## src/rtl/organ_pkg.sv

```systemverilog
// Shared types and helpers for the keypad emulator: FSM state encoding,
// key-code slicing and default timing constants.
package organ_pkg;

  typedef enum logic [2:0] {
    ST_IDLE       = 3'd0,
    ST_BOUNCE_IN  = 3'd1,
    ST_HOLD       = 3'd2,
    ST_BOUNCE_OUT = 3'd3,
    ST_GAP        = 3'd4
  } keyemu_state_t;

  typedef logic [3:0] key_code_t;

  localparam int DEF_GAP_CYCLES    = 16;
  localparam int DEF_BOUNCE_CYCLES = 64;
  localparam int DEF_BOUNCE_PERIOD = 8;

  function automatic logic [1:0] KEY_ROW(input key_code_t k);
    return k[3:2];
  endfunction

  function automatic logic [1:0] KEY_COL(input key_code_t k);
    return k[1:0];
  endfunction

  // Counter reload for HOLD: a requested hold of 0 behaves as 1 cycle.
  function automatic logic [15:0] hold_load(input logic [15:0] h);
    return (h == 16'd0) ? 16'd0 : h - 16'd1;
  endfunction

endpackage

```

## src/rtl/keypad_emu_bounce_gen.sv

```systemverilog
// Contact chatter generator for bounce windows; only built when
// KEYPAD_EMU_BOUNCE_EN is defined.
`ifdef KEYPAD_EMU_BOUNCE_EN
module bounce_gen
  import organ_pkg::*;
#(
  parameter int BOUNCE_PERIOD = DEF_BOUNCE_PERIOD
) (
  input  logic clk,
  input  logic rst,
  input  logic enter,
  input  logic active,
  input  logic last,
  input  logic start_level,
  input  logic cur_level,
  output logic level_d
);

  localparam logic [15:0] PH_LOAD = 16'(BOUNCE_PERIOD - 1);

  logic [15:0] ph_q, ph_d;

  always_comb begin
    ph_d    = ph_q;
    level_d = cur_level;
    if (enter) begin
      ph_d    = PH_LOAD;
      level_d = start_level;
    end else if (active) begin
      if (ph_q == 16'd0) begin
        ph_d    = PH_LOAD;
        level_d = ~cur_level;
      end else begin
        ph_d = ph_q - 16'd1;
      end
    end
    // The final cycle of a window settles on the level the next state expects.
    if (active && last) level_d = start_level;
  end

  always_ff @(posedge clk) begin
    if (rst) ph_q <= 16'd0;
    else     ph_q <= ph_d;
  end

endmodule
`endif

```

## src/rtl/keypad_emu.sv

```systemverilog
// Matrix keypad emulator: replays one key press per request onto a scanned
// 4x4 row/column interface. Optional contact bounce via KEYPAD_EMU_BOUNCE_EN.
module keypad_emu
  import organ_pkg::*;
#(
  parameter int CLK_HZ        = 27_000_000,
  parameter int GAP_CYCLES    = DEF_GAP_CYCLES,
  parameter int BOUNCE_CYCLES = DEF_BOUNCE_CYCLES,
  parameter int BOUNCE_PERIOD = DEF_BOUNCE_PERIOD
) (
  input  logic        clk,
  input  logic        rst,
  input  logic [3:0]  col,
  output logic [3:0]  row,
  input  logic        req_valid,
  input  key_code_t   req_key,
  input  logic [15:0] req_hold,
  output logic        req_ready,
  output logic        busy,
  output logic        done,
  output logic        contact
);

  if (CLK_HZ < 1 || GAP_CYCLES < 1 || BOUNCE_CYCLES < 1 || BOUNCE_PERIOD < 1) begin : g_param_err
    $error("keypad_emu: GAP_CYCLES, BOUNCE_CYCLES and BOUNCE_PERIOD must be >= 1");
  end

  localparam logic [15:0] GAP_LOAD = 16'(GAP_CYCLES - 1);

  keyemu_state_t state_q, state_d;
  logic [15:0]   cnt_q, cnt_d;
  key_code_t     key_q, key_d;
  logic [15:0]   hold_q, hold_d;
  logic          contact_q, contact_d;
  logic          done_q, done_d;

  // NOTE: every signal gets a default before the case so no latch is inferred.
  always_comb begin
    state_d = state_q;
    cnt_d   = (cnt_q != 16'd0) ? cnt_q - 16'd1 : 16'd0;
    key_d   = key_q;
    hold_d  = hold_q;
    done_d  = 1'b0;
    case (state_q)
      ST_IDLE: begin
        cnt_d = 16'd0;
        if (req_valid) begin
          key_d  = req_key;
          hold_d = req_hold;
`ifdef KEYPAD_EMU_BOUNCE_EN
          state_d = ST_BOUNCE_IN;
          cnt_d   = 16'(BOUNCE_CYCLES - 1);
`else
          state_d = ST_HOLD;
          cnt_d   = hold_load(req_hold);
`endif
        end
      end
`ifdef KEYPAD_EMU_BOUNCE_EN
      ST_BOUNCE_IN: if (cnt_q == 16'd0) begin
        state_d = ST_HOLD;
        cnt_d   = hold_load(hold_q);
      end
      ST_HOLD: if (cnt_q == 16'd0) begin
        state_d = ST_BOUNCE_OUT;
        cnt_d   = 16'(BOUNCE_CYCLES - 1);
      end
      ST_BOUNCE_OUT: if (cnt_q == 16'd0) begin
        state_d = ST_GAP;
        cnt_d   = GAP_LOAD;
      end
`else
      ST_HOLD: if (cnt_q == 16'd0) begin
        state_d = ST_GAP;
        cnt_d   = GAP_LOAD;
      end
`endif
      ST_GAP: if (cnt_q == 16'd0) begin
        state_d = ST_IDLE;
        cnt_d   = 16'd0;
        done_d  = 1'b1;
      end
      default: begin
        state_d = ST_IDLE;
        cnt_d   = 16'd0;
      end
    endcase
  end

`ifdef KEYPAD_EMU_BOUNCE_EN
  logic bounce_active, bounce_level;
  assign bounce_active = (state_d == ST_BOUNCE_IN) || (state_d == ST_BOUNCE_OUT);

  bounce_gen #(.BOUNCE_PERIOD(BOUNCE_PERIOD)) u_bounce_gen (
    .clk         (clk),
    .rst         (rst),
    .enter       (bounce_active && (state_d != state_q)),
    .active      (bounce_active),
    .last        (cnt_d == 16'd0),
    .start_level (state_d == ST_BOUNCE_IN),
    .cur_level   (contact_q),
    .level_d     (bounce_level)
  );
`endif

  // Contact follows the next state so it is already valid on state entry.
  always_comb begin
    contact_d = 1'b0;
    case (state_d)
      ST_HOLD: contact_d = 1'b1;
`ifdef KEYPAD_EMU_BOUNCE_EN
      ST_BOUNCE_IN, ST_BOUNCE_OUT: contact_d = bounce_level;
`endif
      default: contact_d = 1'b0;
    endcase
  end

  // NOTE: sequential state uses non-blocking assignments only.
  always_ff @(posedge clk) begin
    if (rst) begin
      state_q   <= ST_IDLE;
      cnt_q     <= 16'd0;
      key_q     <= '0;
      hold_q    <= 16'd0;
      contact_q <= 1'b0;
      done_q    <= 1'b0;
    end else begin
      state_q   <= state_d;
      cnt_q     <= cnt_d;
      key_q     <= key_d;
      hold_q    <= hold_d;
      contact_q <= contact_d;
      done_q    <= done_d;
    end
  end

  // Row sense answers a column change in the same cycle.
  always_comb begin
    row = 4'hF;
    if (contact_q && !col[KEY_COL(key_q)]) row[KEY_ROW(key_q)] = 1'b0;
  end

  assign req_ready = (state_q == ST_IDLE);
  assign busy      = (state_q != ST_IDLE);
  assign done      = done_q;
  assign contact   = contact_q;

endmodule
```

## config.mk

```make
export PLATFORM = sky130hd
export DESIGN_NAME = keypad_emu
export DESIGN_NICKNAME = d
export VERILOG_FILES = /design/src/rtl/organ_pkg.sv /design/src/rtl/keypad_emu_bounce_gen.sv /design/src/rtl/keypad_emu.sv
export SDC_FILE = /design/constraint.sdc
export NUM_CORES = 1
export LEC_CHECK = 0
export CAP_MARGIN = 10
export CORE_MARGIN = 1
export CORE_UTILIZATION = 54
export CTS_CLUSTER_SIZE = 8
export DETAILED_ROUTE_END_ITERATION = 10
export GPL_ROUTABILITY_DRIVEN = 0
export PLACE_DENSITY_LB_ADDON = 0.05
export SLEW_MARGIN = 20
export SYNTH_ARGS = -nofsm -noshare
export SYNTH_HDL_FRONTEND = slang
export SYNTH_HIERARCHICAL = 1
export SYNTH_SLANG_ARGS = --single-unit
```

## constraint.sdc

```tcl
create_clock -name clk -period 3.39 [get_ports clk]
set_input_delay 0.678 -clock clk [delete_from_list [all_inputs] [get_ports clk]]
set_output_delay 0.678 -clock clk [all_outputs]
set_load 0.05 [all_outputs]
```

# ---- Yosys cells after proc, flatten, opt, wreduce, memory -nomap -nowiden
# Cells that the tools add are included.
dict set report word_totals {
  ff_bits 25
  romBits 0
  mem_bits_rw 0
  wordCells 42
  latchBits 0
  memories 0
  inputBits 27
  output_inout_bits 8
}
dict set report classes {
  shift 0
  reduce_logical 10
  div_mod_pow 0
  n_addsub 2
  mul 0
  eq_ne 3
  bitwise 2
  mux 17
  order_cmp 3
}
# op n
set ops {}
lappend ops {{$mux 16} 5}
lappend ops {{$pmux 16 s3} 1}
lappend ops {{$logic_not 16->1} 2}
lappend ops {{$sub 16x1->16 const B} 2}
lappend ops {{$reduce_bool 16->1} 1}
lappend ops {{$mux 3} 3}
lappend ops {{$pmux 3 s3} 1}
lappend ops {{$eq 3x2->1 const B} 2}
lappend ops {{$lt 2x3->1 const B} 2}
lappend ops {{$mux 1} 4}
lappend ops {{$mux 4} 1}
lappend ops {{$not 4->4} 1}
lappend ops {{$eq 3x3->1 const B} 1}
lappend ops {{$logic_not 3->1} 1}
lappend ops {{$reduce_bool 3->1} 1}
lappend ops {{$bmux 1 s2} 1}
lappend ops {{$demux 1 s2} 1}
lappend ops {{$ge 2x1->1 const B} 1}
lappend ops {{$logic_and 1x1->1} 2}
lappend ops {{$reduce_and 2->1} 1}
lappend ops {{$reduce_or 2->1} 1}
lappend ops {{$logic_not 1->1} 1}
lappend ops {{$not 1->1} 1}

# ---- Logic depth before layout (Yosys ltp)
# Gate-level depths: netlist of run 1.
dict set report logic_depth {
  word_depth 6
  mapped_depth 7
  depth_no_buf 7
}

# ---- Least setup slack after synthesis of run 1
# No wires, ideal clock.
dict set report synth_timing {
  path_kind {register -> output}
  startpoint {register state_q[2]}
  endpoint {output port busy}
  arrival_time_ns 2.085
  t_required_ns 2.712
  path_slack_ns 0.627
  stages_incl_launch_ff 3
  cell_sequence {dfxtp_1 -> nor3_1 -> inv_1}
}
dict set report synth_between {
  elab_chain_cells 1
}
# item line_no
set synth_rtl {}
lappend synth_rtl {{from (decl)} keypad_emu.sv:30} ;# keyemu_state_t state_q, state_d;
lappend synth_rtl {{from (signal assigned)} keypad_emu.sv:128} ;# state_q <= state_d;
lappend synth_rtl {{$reduce_bool 3->1} keypad_emu.sv:144} ;# assign busy = (state_q != ST_IDLE);
lappend synth_rtl {{to (decl)} keypad_emu.sv:19} ;# output logic busy,
# No other way between the ends.

# ---- Worst setup path after layout of run 1
dict set report layout_timing {
  startpoint {input port col[0]}
  endpoint {output port row[1]}
}
dict set report layout_between {
  elab_chain_cells 5
}
# item line_no
set layout_rtl {}
lappend layout_rtl {{from (decl)} keypad_emu.sv:13} ;# input logic [3:0] col,
lappend layout_rtl {{$bmux 1 s2} keypad_emu.sv:140} ;# if (contact_q && !col[KEY_COL(key_q)]) row[KEY_ROW(key_q)] = 1'b0;
lappend layout_rtl {{$mux 1 (not written as such)} keypad_emu.sv:140}
lappend layout_rtl {{$logic_not 1->1} keypad_emu.sv:140}
lappend layout_rtl {{$logic_and 1x1->1} keypad_emu.sv:140}
lappend layout_rtl {{$mux 4} keypad_emu.sv:140}
lappend layout_rtl {{to (decl)} keypad_emu.sv:14} ;# output logic [3:0] row,
# No other way between the ends. The select of a mux whose other input is x is not followed.

==> impl_results.md, run 1 <==
* Longest Clk Path Bufs at 2
* CTS tree: yes
* Post-Synthesis Cells at 180
* Slew margin rel. at 0.537
* Final TNS setup at 0 ns
* CP required at 2.71 ns
* Slew Viols, Final at 0
* Die height at 56.3 um
* Root buffer cell: clkbuf_4
* Core area at 0.00278 sq mm
* Power density cells at 329 mW/mm^2
* Synthesized cell area at 0.00159 sq mm
* Maximum vdd ir drop at 0.000456 V
* WS Path Type: in -> out
* Period utilization at 0.941
* Largest net degree at the start of global routing at 14
* Leakage power at 0.000751 uW
* Final hold violations at 0
* # resized after CTS at 0
* Main combinational cell family by area after synthesis: simple AND/OR/NAND/NOR gates
* Adder-Cell Fraction of Synth Area at 0.0314
* CP endpoint kind: output pin
* Vias in the first global route at 1405
* Nets at 247
* Post-synth cell types at 47
* Clock sinks at 25
* Top cells by area, synth: dfxtp_1, xnor2_1, xor2_1, o22ai_1, nor2_1
* Post-synthesis compound-gate area fraction at 0.141
* Register area share after synthesis at 0.314
* #FFs+latches synth at 25
* Status: complete, no violations
* Syn_nets at 211
* Layout area overhead at 24.4%
* Gr usage total at 0.239
* Average size of a mapped cell at 8.85 sq um
* XOR/XNOR Fraction of Synth Area at 0.143
* Routed Antenna Nets at 0
* DRT Pass-1 Iters at 4
* Overall Power at 652 uW
* Io pins at 35
* Starting density of the core at 0.573
* Initial DRC Count at 48
* Synth warn at 6
* Least-Margin Pin Slew at 0.689 ns
* Post-route clock skew at 0.00127 ns
* Largest fanout on the critical path at 3
* DR vias at 1438
* DRC at 0
* Routed WL at 3.57 mm
* Hold Buf Count CTS at 0
* DIE WIDTH at 56.3 um
* Mux cell area share after synthesis at 0.0456
* Finish-stage setup viols at 0
* Rows at 19
* Worst Hold Class: reg -> reg
* Placed wire-length estimate at 2.95 mm
* Number of port buffers at 34
* # diodes at 0
* Fmax at 314 MHz
* Final Critical Period at 3.19 ns
* Wire per inst at 14.5 um
* CP Data Arrival Time at 2.51 ns
* Global-route wire length before repair at 6.00 mm
* Synth top area share at 0.314
* Initial antenna violation count at 0
* H-tree levels at 1
* RSZ-0062 raised after global routing: no
* Post-CTS setup repair buffer count at 0
* Skew-Pair Late Insertion Delay at 0.31 ns
* Share of layout cells above drive strength 1 at 0.0884
* Startpoint types: primary input
* Post-synthesis simple-gate area fraction at 0.299
* Clock-pin slew on the worst setup and hold paths at 0.13 ns
* Remaining global-route overflow at 0
* Synth area leader: dfxtp_1
* Via density at 5.85
* Clock buffer count from CTS at 3
* Max-cap violation count at 0
* Die ar. at 0.00317 sq mm
==> critical path: stages <==
cell and delay (ns):
clkdlybuf4s50_1 0.40, mux4_2 0.45, nor2b_1 0.18, nand3b_1 0.09, clkdlybuf4s50_1 0.70
==> layer usage <==
layer	global-route usage	wire length [um]
met1	0.289	1560
met2	0.435	1810
met3	0.0507	131
met4	0.0453	72
met5	0	0
==> synth_stat cells (all sizes together) <==
cell type	instances
a211oi	1
a21o	2
a21oi	5
a22oi	1
and2	5
and3b	1
buf	2
clkbuf	2
conb	1
dfxtp	25
ha	4
inv	5
mux2i	5
mux4	1
nand2	5
nand2b	3
nand3	7
nand3b	1
nand4	2
nor2	17
nor2b	5
nor3	7
nor3b	3
nor4	8
o211ai	1
o21a	1
o21ai	5
o21ba	1
o22ai	13
o31ai	2
or2	1
or3	7
or4	4
or4b	1
xnor2	15
xor2	11
==> state kept, by name, summed over array words and instances (netlist names) <==
| signal | flops |
|---|---|
| done | 1 |
| cnt_q | 16 |
| key_q | 4 |
| state_q | 3 |
| contact | 1 |
==> path summary, 6_finish.rpt <==
path                           endpoint  slack (ns)             startpoint  cells after the start
setup / recovery                 row[1]        0.20                 col[0]                      5
hold / removal    key_q[1]$_SDFFE_PP0P_        0.54  key_q[1]$_SDFFE_PP0P_                      2
setup reg to reg    cnt_q[2]$_SDFF_PP0_        1.41    cnt_q[6]$_SDFF_PP0_                      5
hold reg to reg   key_q[1]$_SDFFE_PP0P_        0.54  key_q[1]$_SDFFE_PP0P_                      2
==> layout by cell type, fill, tap and decap left out, drive strengths merged, types with 3 or more instances in the layout <==
master / count
nand3: 7
or3: 7
nand2: 5
nor4: 8
buf: 3
nor2b: 5
and2: 5
nor3: 7
or4: 4
xor2: 11
a21oi: 5
clkdlybuf4s50: 32
inv: 5
nor3b: 3
xnor2: 15
dfxtp: 25
nand2b: 3
mux2i: 5
o22ai: 13
nor2: 17
clkbuf: 4
o21ai: 5
ha: 4
==> kinds of logic (layout without fill, tap and decap cells) <==
family          after synthesis  in the layout
mux                           6              6
fa+ha+maj                     4              4
xor+xnor                     26             26
other cells                   1              1
compound gates               32             32
simple gates                 77             77
flops                        25             25
buf+inv                       9             44
==> power by group <==
part	switching, uW	internal [uW]
clock network	86.7	46.0
registers	11.4	304
logic	106	97.8
==> area by class of cell <==
cell class                      instances  area (sq um)
Clock buffer                            4          26.3
Fill cell                             218           801
Inverter                                5          18.8
Multi-Input combinational cell        146          1050
Sequential cell                        25           500
Tap cell                               31          38.8
Timing Repair Buffer                   35           343
==> metrics by stage <==
step | worst slack (ns) | util | instances | hold WS, ns | area (sq um)
3_5_place_dp | 0.191 | 0.703 | 242 | 0.519 | 1950
4_1_cts | 0.187 | 0.712 | 246 | 0.549 | 1980
6_report | 0.201 | 0.712 | 246 | 0.536 | 1980
5_1_grt | 0.113 | 0.712 | 246 | 0.563 | 1980
2_1_floorplan | 0.627 | - | 180 | 0.469 | 1590
3_3_place_gp | 0.232 | 0.703 | 242 | 0.495 | 1950
Note: power is estimated with default switching activity, not from simulation.
==> run 2: changes to the inputs <==
Settings changed: CAP_MARGIN 10 to not set, CORE_UTILIZATION 54 to 45.
==> run 2 against run 1 <==
Effect of this change: fmax is 11% higher; routed wire length is 3.2% lower; cell count is 6.1% higher; clock skew is 0.0096 ns higher; register-to-register slack better by 0.12 ns; highest routed layer unchanged.
==> impl_results.md, run 2 (synthesized netlist as in run 1, its figures left out) <==
* Status: complete, no violations
* Final TNS setup at 0 ns (unchanged)
* CP Cell Sequence: clkdlybuf4s50_1 > mux4_2 > nor2b_1 > nor2b_1 > nand2_1 > buf_4
* Commonest non-fill, non-tap cell in the layout: clkdlybuf4s50_1
* Seq pwr share at 0.487 (+0.003)
* Worst Hold Class: reg -> reg
* Core area at 0.00336 sq mm (+21%)
* Finish-stage setup viols at 0 (unchanged)
* Sw power at 202 uW (-1.0%)
* Clock sinks at 25 (unchanged)
* Period utilization at 0.848 (-0.0924)
* Die height at 61.5 um (+9.2%)
* Max-cap violation count at 0 (unchanged)
* Fmax at 348 MHz (+11%)
* Starting density of the core at 0.474 (-0.0991)
* Wire per inst at 13.3 um (-8.7%)
* Nets at 247 (unchanged)
* Root buffer cell: clkbuf_4
* Max reg flops at 16 (unchanged)
* Clock-pin slew on the worst setup and hold paths at 0.14 ns (about the same)
* DRT Pass-1 Iters at 4 (unchanged)
* Least-Margin Pin Slew at 0.652 ns (-0.0362 ns)
* Die ar. at 0.00378 sq mm (+19%)
* Rows at 21 (+2)
* Longest Clk Path Bufs at 2 (unchanged)
* # resized after CTS at 0 (unchanged)
* WS Path Type: in -> out
* Clock buffer count from CTS at 3 (unchanged)
* Switching share of power at 0.311 (-0.00130)
* Post-CTS setup repair buffer count at 0 (unchanged)
* Io pins at 35 (unchanged)
* Routed Antenna Nets at 0 (unchanged)
* CP endpoint kind: output pin
* Power density cells at 325 mW/mm^2 (-1.4%)
* Register name with the most flops: cnt_q
* Slowest CP cell: mux4_2
* CTS tree: yes
* Final hold violations at 0 (unchanged)
* Overall Power at 648 uW (-0.61%)
* Clock power frac at 0.201 (-0.003)
* Share of layout cells above drive strength 1 at 0.102 (+0.0140)
* Slew margin rel. at 0.561 (+0.0243)
* Layout filler cell count at 339 (+56%)
* Maximum vdd ir drop at 0.000272 V (-40%)
* Largest net degree at the start of global routing at 15 (+1)
* Final Critical Period at 2.88 ns (-0.313 ns)
* H-tree levels at 1 (unchanged)
* RSZ-0062 raised after global routing: no
* Pint at 446 uW (-0.42%)
* Largest stage delay, worst path at 0.46 ns (-0.24 ns)
* Via density at 5.49 (-6.1%)
* Placed wire-length estimate at 2.83 mm (-3.9%)
* Most frequent cells in the layout: clkdlybuf4s50_1, dfxtp_1, nor2_1
* Post-route clock skew at 0.0108 ns (+0.00955 ns)
* Hold Buf Count CTS at 0 (unchanged)
* Vias in the first global route at 1368 (-2.6%)
* Slew Viols, Final at 0 (unchanged)
* Layout area overhead at 25.3%
* Startpoint types: primary input
* Most numerous cell on the critical path: nor2b_1
* CP required at 2.71 ns (about the same)
* # diodes at 0 (unchanged)
* Global-route wire length before repair at 5.90 mm (-1.6%)
* Routed WL at 3.46 mm (-3.2%)
* Number of port buffers at 34 (unchanged)
* Largest fanout on the critical path at 3 (unchanged)
* Remaining global-route overflow at 0 (unchanged)
* Skew-Pair Late Insertion Delay at 0.32 ns (about the same)
* Top flop regs: cnt_q: 16 flops, key_q: 4 flops, state_q: 3 flops
* Gr usage total at 0.207 (-0.0315)
* R2r setup slk at 1.53 ns (+0.12 ns)
* DIE WIDTH at 61.5 um (+9.2%)
* Initial DRC Count at 66 (+38%)
* Comb power frac at 0.312 (about the same)
* Initial antenna violation count at 0 (unchanged)
* DRC at 0 (unchanged)
* CP Data Arrival Time at 2.20 ns (-0.31 ns)
* Leakage power at 0.000753 uW (+0.29%)
* DR vias at 1433 (-0.35%)
run 2: cell count changes in the layout (fill, tap and decap cells not counted), sizes merged:
cell,change
buf,+2
clkdlybuf4s50,-2
clkinv,+1
clkbuf,-1
run 2: worst max-delay path, delay by kind of cell:
kind	cells	cell delay [ns]
muxes	1	0.46
and+or+nand+nor	3	0.48
buffers and inverters	2	0.58
run 2: stage by stage:
step	utilization	std cells	cell area [sq um]	setup WS [ns]	hold slack, ns
after floorplan	-	180	1590	0.627	0.469
after global placement	0.585	257	1970	0.513	0.491
after CTS	0.593	261	2000	0.488	0.540
final	0.593	261	2000	0.514	0.528
after global routing	0.593	261	2000	0.423	0.573
after detailed placement	0.585	257	1970	0.448	0.507
run 2: worst paths after layout:
check                                           start                     to  depth (start not counted)
worst max-delay path                           col[3]                 row[2]                          6
worst min-delay path            key_q[1]$_SDFFE_PP0P_  key_q[1]$_SDFFE_PP0P_                          2
worst max register to register    cnt_q[6]$_SDFF_PP0_    cnt_q[2]$_SDFF_PP0_                          5
worst min register to register  key_q[1]$_SDFFE_PP0P_  key_q[1]$_SDFFE_PP0P_                          2
run 2: area by class of cell:
cell class | instances | area [sq um] | share of cell area
Multi-Input combinational cell | 146 | 1050 | 0.528
Tap cell | 46 | 57.6 | 0.0288
Clock buffer | 3 | 22.5 | 0.0113
Inverter | 5 | 18.8 | 0.00940
Timing Repair Buffer | 35 | 338 | 0.169
Sequential cell | 25 | 500 | 0.251
Clock inverter | 1 | 5.00 | 0.00251
run 2: layer usage:
metal / global-route usage / wire, um / up-vias / share of wire
met3: 0.0378 / 57 / 2 / 0.016
li1: - / - / 726 / -
met5: 0 / 0 / - / 0
met2: 0.372 / 1790 / 14 / 0.52
met1: 0.268 / 1600 / 691 / 0.46
met4: 0.0190 / 9 / 0 / 0.0026
run 2: power groups by stage:
stage               clock network, uW  registers (uW)  logic, uW
global placement                    0             321        198
floorplan                           0             322        131
CTS                               139             316        202
finish                            130             316        202
detailed placement                  0             322        201
global route                      152             317        222
==> run 3: changes to the inputs <==
Clock period 3.39 ns to 2.6 ns, I/O delays scaled along.
==> run 3 against run 2 <==
Effect of this change: non-clock buffer count up 4; largest cell class unchanged; largest power group unchanged; via count is 0.42% lower; final area is 2.4% higher; clock skew is 0.0080 ns lower; cell count grew 1.5%; sequential share of layout area down 0.58 points; flip-flop and latch count is the same; first-iteration DRC count fell by 9.1%; worst hold slack better by 0.014 ns; routed wire length up 2.3%; critical path depth unchanged.
==> impl_results.md, run 3 (synthesized netlist as in run 1, its figures left out) <==
* WHS Path Cells at 2 (unchanged)
* Global-route wire length before repair at 5.73 mm (-2.9%)
* Non-Filler Instances at 265 (+1.5%)
* R2R depth at 5 (unchanged)
* DRC at 0 (unchanged)
* Die ar. at 0.00378 sq mm (unchanged)
* Most frequent cells in the layout: clkdlybuf4s50_1, dfxtp_1, nor2_1
* Status: complete, no violations
* Most numerous cell on the critical path: nor2b_1
* R2r setup slk at 0.63 ns (-0.90 ns)
* Remaining global-route overflow at 0 (unchanged)
* DR vias at 1427 (-0.42%)
* Largest fanout on the critical path at 3 (unchanged)
* Routed Antenna Nets at 0 (unchanged)
* Startpoint types: primary input
* Period utilization at 0.971
* Finish-stage setup viols at 0 (unchanged)
* Longest Clk Path Bufs at 2 (unchanged)
* Starting density of the core at 0.474 (unchanged)
* DRT Pass-1 Iters at 4 (unchanged)
* Initial DRC Count at 60 (-9.1%)
* Seq. cell area at 500 sq um (unchanged)
* Io pins at 35 (unchanged)
* Crit path depth at 6 (unchanged)
* Max reg flops at 16 (unchanged)
* Bufs and invs on worst path at 2 (unchanged)
* Core area at 0.00336 sq mm (unchanged)
* Vias in the first global route at 1259 (-8.0%)
* Power density cells at 416 mW/mm^2 (+28%)
* Hold Buf Count CTS at 0 (unchanged)
* Slew Viols, Final at 0 (unchanged)
* Commonest non-fill, non-tap cell in the layout: clkdlybuf4s50_1
* Gr usage total at 0.205 (-0.00263)
* Rows at 21 (unchanged)
* Routed WL at 3.54 mm (+2.3%)
* CP endpoint kind: output pin
* # diodes at 0 (unchanged)
* DIE WIDTH at 61.5 um (unchanged)
* CP required at 2.08 ns (-0.63 ns)
* CP Cell Sequence: clkdlybuf4s50_1 > mux4_2 > nor2b_1 > nor2b_1 > nand2_1 > buf_4
* CTS tree: yes
* Initial antenna violation count at 0 (unchanged)
* Final Critical Period at 2.52 ns
* Post-route clock skew at 0.00282 ns (-0.00800 ns)
* Maximum vdd ir drop at 0.000272 V (+0.20%)
* Clock sinks at 25 (unchanged)
* Final TNS setup at 0 ns (unchanged)
* Skew-Pair Late Insertion Delay at 0.31 ns (about the same)
* Layout filler cell count at 336 (-0.88%)
* Slew margin rel. at 0.504 (-0.0573)
* Max-cap violation count at 0 (unchanged)
* Worst path top cell family by delay: buffers and inverters
* Largest stage delay, worst path at 0.46 ns (about the same)
* Fmax at 396 MHz
* Via density at 5.38 (-1.9%)
* Final hold violations at 0 (unchanged)
* DP Cell Count at 261 (+1.6%)
* Slowest CP cell: mux4_2
* H-tree levels at 1 (unchanged)
* RSZ-0062 raised after global routing: no
* Clock buffer count from CTS at 3 (unchanged)
* Post-CTS setup repair buffer count at 0 (unchanged)
* Layout area overhead at 28.3%
* Number of port buffers at 34 (unchanged)
* Share of layout cells above drive strength 1 at 0.123 (+0.0210)
* Register name with the most flops: cnt_q
* Worst Hold Class: reg -> reg
* Wire per inst at 13.4 um (+0.77%)
* Top flop regs: cnt_q: 16 flops, key_q: 4 flops, state_q: 3 flops
* Placed wire-length estimate at 2.92 mm (+3.2%)
* CP Data Arrival Time at 2.00 ns (-0.20 ns)
* Leakage power at 0.000778 uW (+3.3%)
* # resized after CTS at 0 (unchanged)
* Least-Margin Pin Slew at 0.738 ns (+0.0852 ns)
* Clock-pin slew on the worst setup and hold paths at 0.13 ns (about the same)
* Root buffer cell: clkbuf_4
* Largest net degree at the start of global routing at 15 (unchanged)
* Die height at 61.5 um (unchanged)
* WS Path Type: in -> out
* Multi-input combinational cell area at 0.00106 sq mm (+0.48%)
* Nets at 251 (+1.6%)
-- run 3: changes by cell type in the layout (fill, tap and decap cells not counted), sizes merged --
cell,change
buf,+4
-- run 3: final timing paths --
kind / startpoint / endpoint
worst max register to register: cnt_q[6]$_SDFF_PP0_ / cnt_q[2]$_SDFF_PP0_
worst min-delay path: cnt_q[0]$_SDFF_PP0_ / cnt_q[0]$_SDFF_PP0_
worst min register to register: cnt_q[0]$_SDFF_PP0_ / cnt_q[0]$_SDFF_PP0_
worst max-delay path: col[3] / row[2]
-- run 3: stage by stage --
step	hold WS [ns]	util	instance area (sq um)	setup WS (ns)	total power, uW
6_report	0.542	0.608	2040	0.0762	849
5_1_grt	0.567	0.608	2040	0.0000140	907
4_1_cts	0.544	0.608	2040	0.0649	857
3_5_place_dp	0.511	0.599	2020	0.0651	688
3_3_place_gp	0.493	0.599	2020	0.111	681
2_1_floorplan	0.469	-	1600	0.471	592
-- run 3: metal layers --
metal / global-route usage / share of wire
met5: 0 / 0
met4: 0.0254 / 0
met3: 0.0462 / 0.034
met2: 0.336 / 0.50
met1: 0.281 / 0.47
-- run 3: layout make-up --
type / instances / area share
Multi-Input combinational cell: 146 / 0.518
Timing Repair Buffer: 39 / 0.186
Clock inverter: 1 / 0.00245
Sequential cell: 25 / 0.245
Tap cell: 46 / 0.0282
Clock buffer: 3 / 0.0110
Inverter: 5 / 0.00919
-- run 3: tightest hold or removal path, delay by kind of cell, from the launching register on --
kind	cells	cell delay, ns
AOI/OAI and AO/OA	2	0.15
DFF	1	0.36
-- run 3: power by group --
| part | internal [uW] | switching (uW) |
|---|---|---|
| clock network | 57.4 | 112 |
| logic | 131 | 137 |
| registers | 397 | 15.1 |
| total | 585 | 264 |
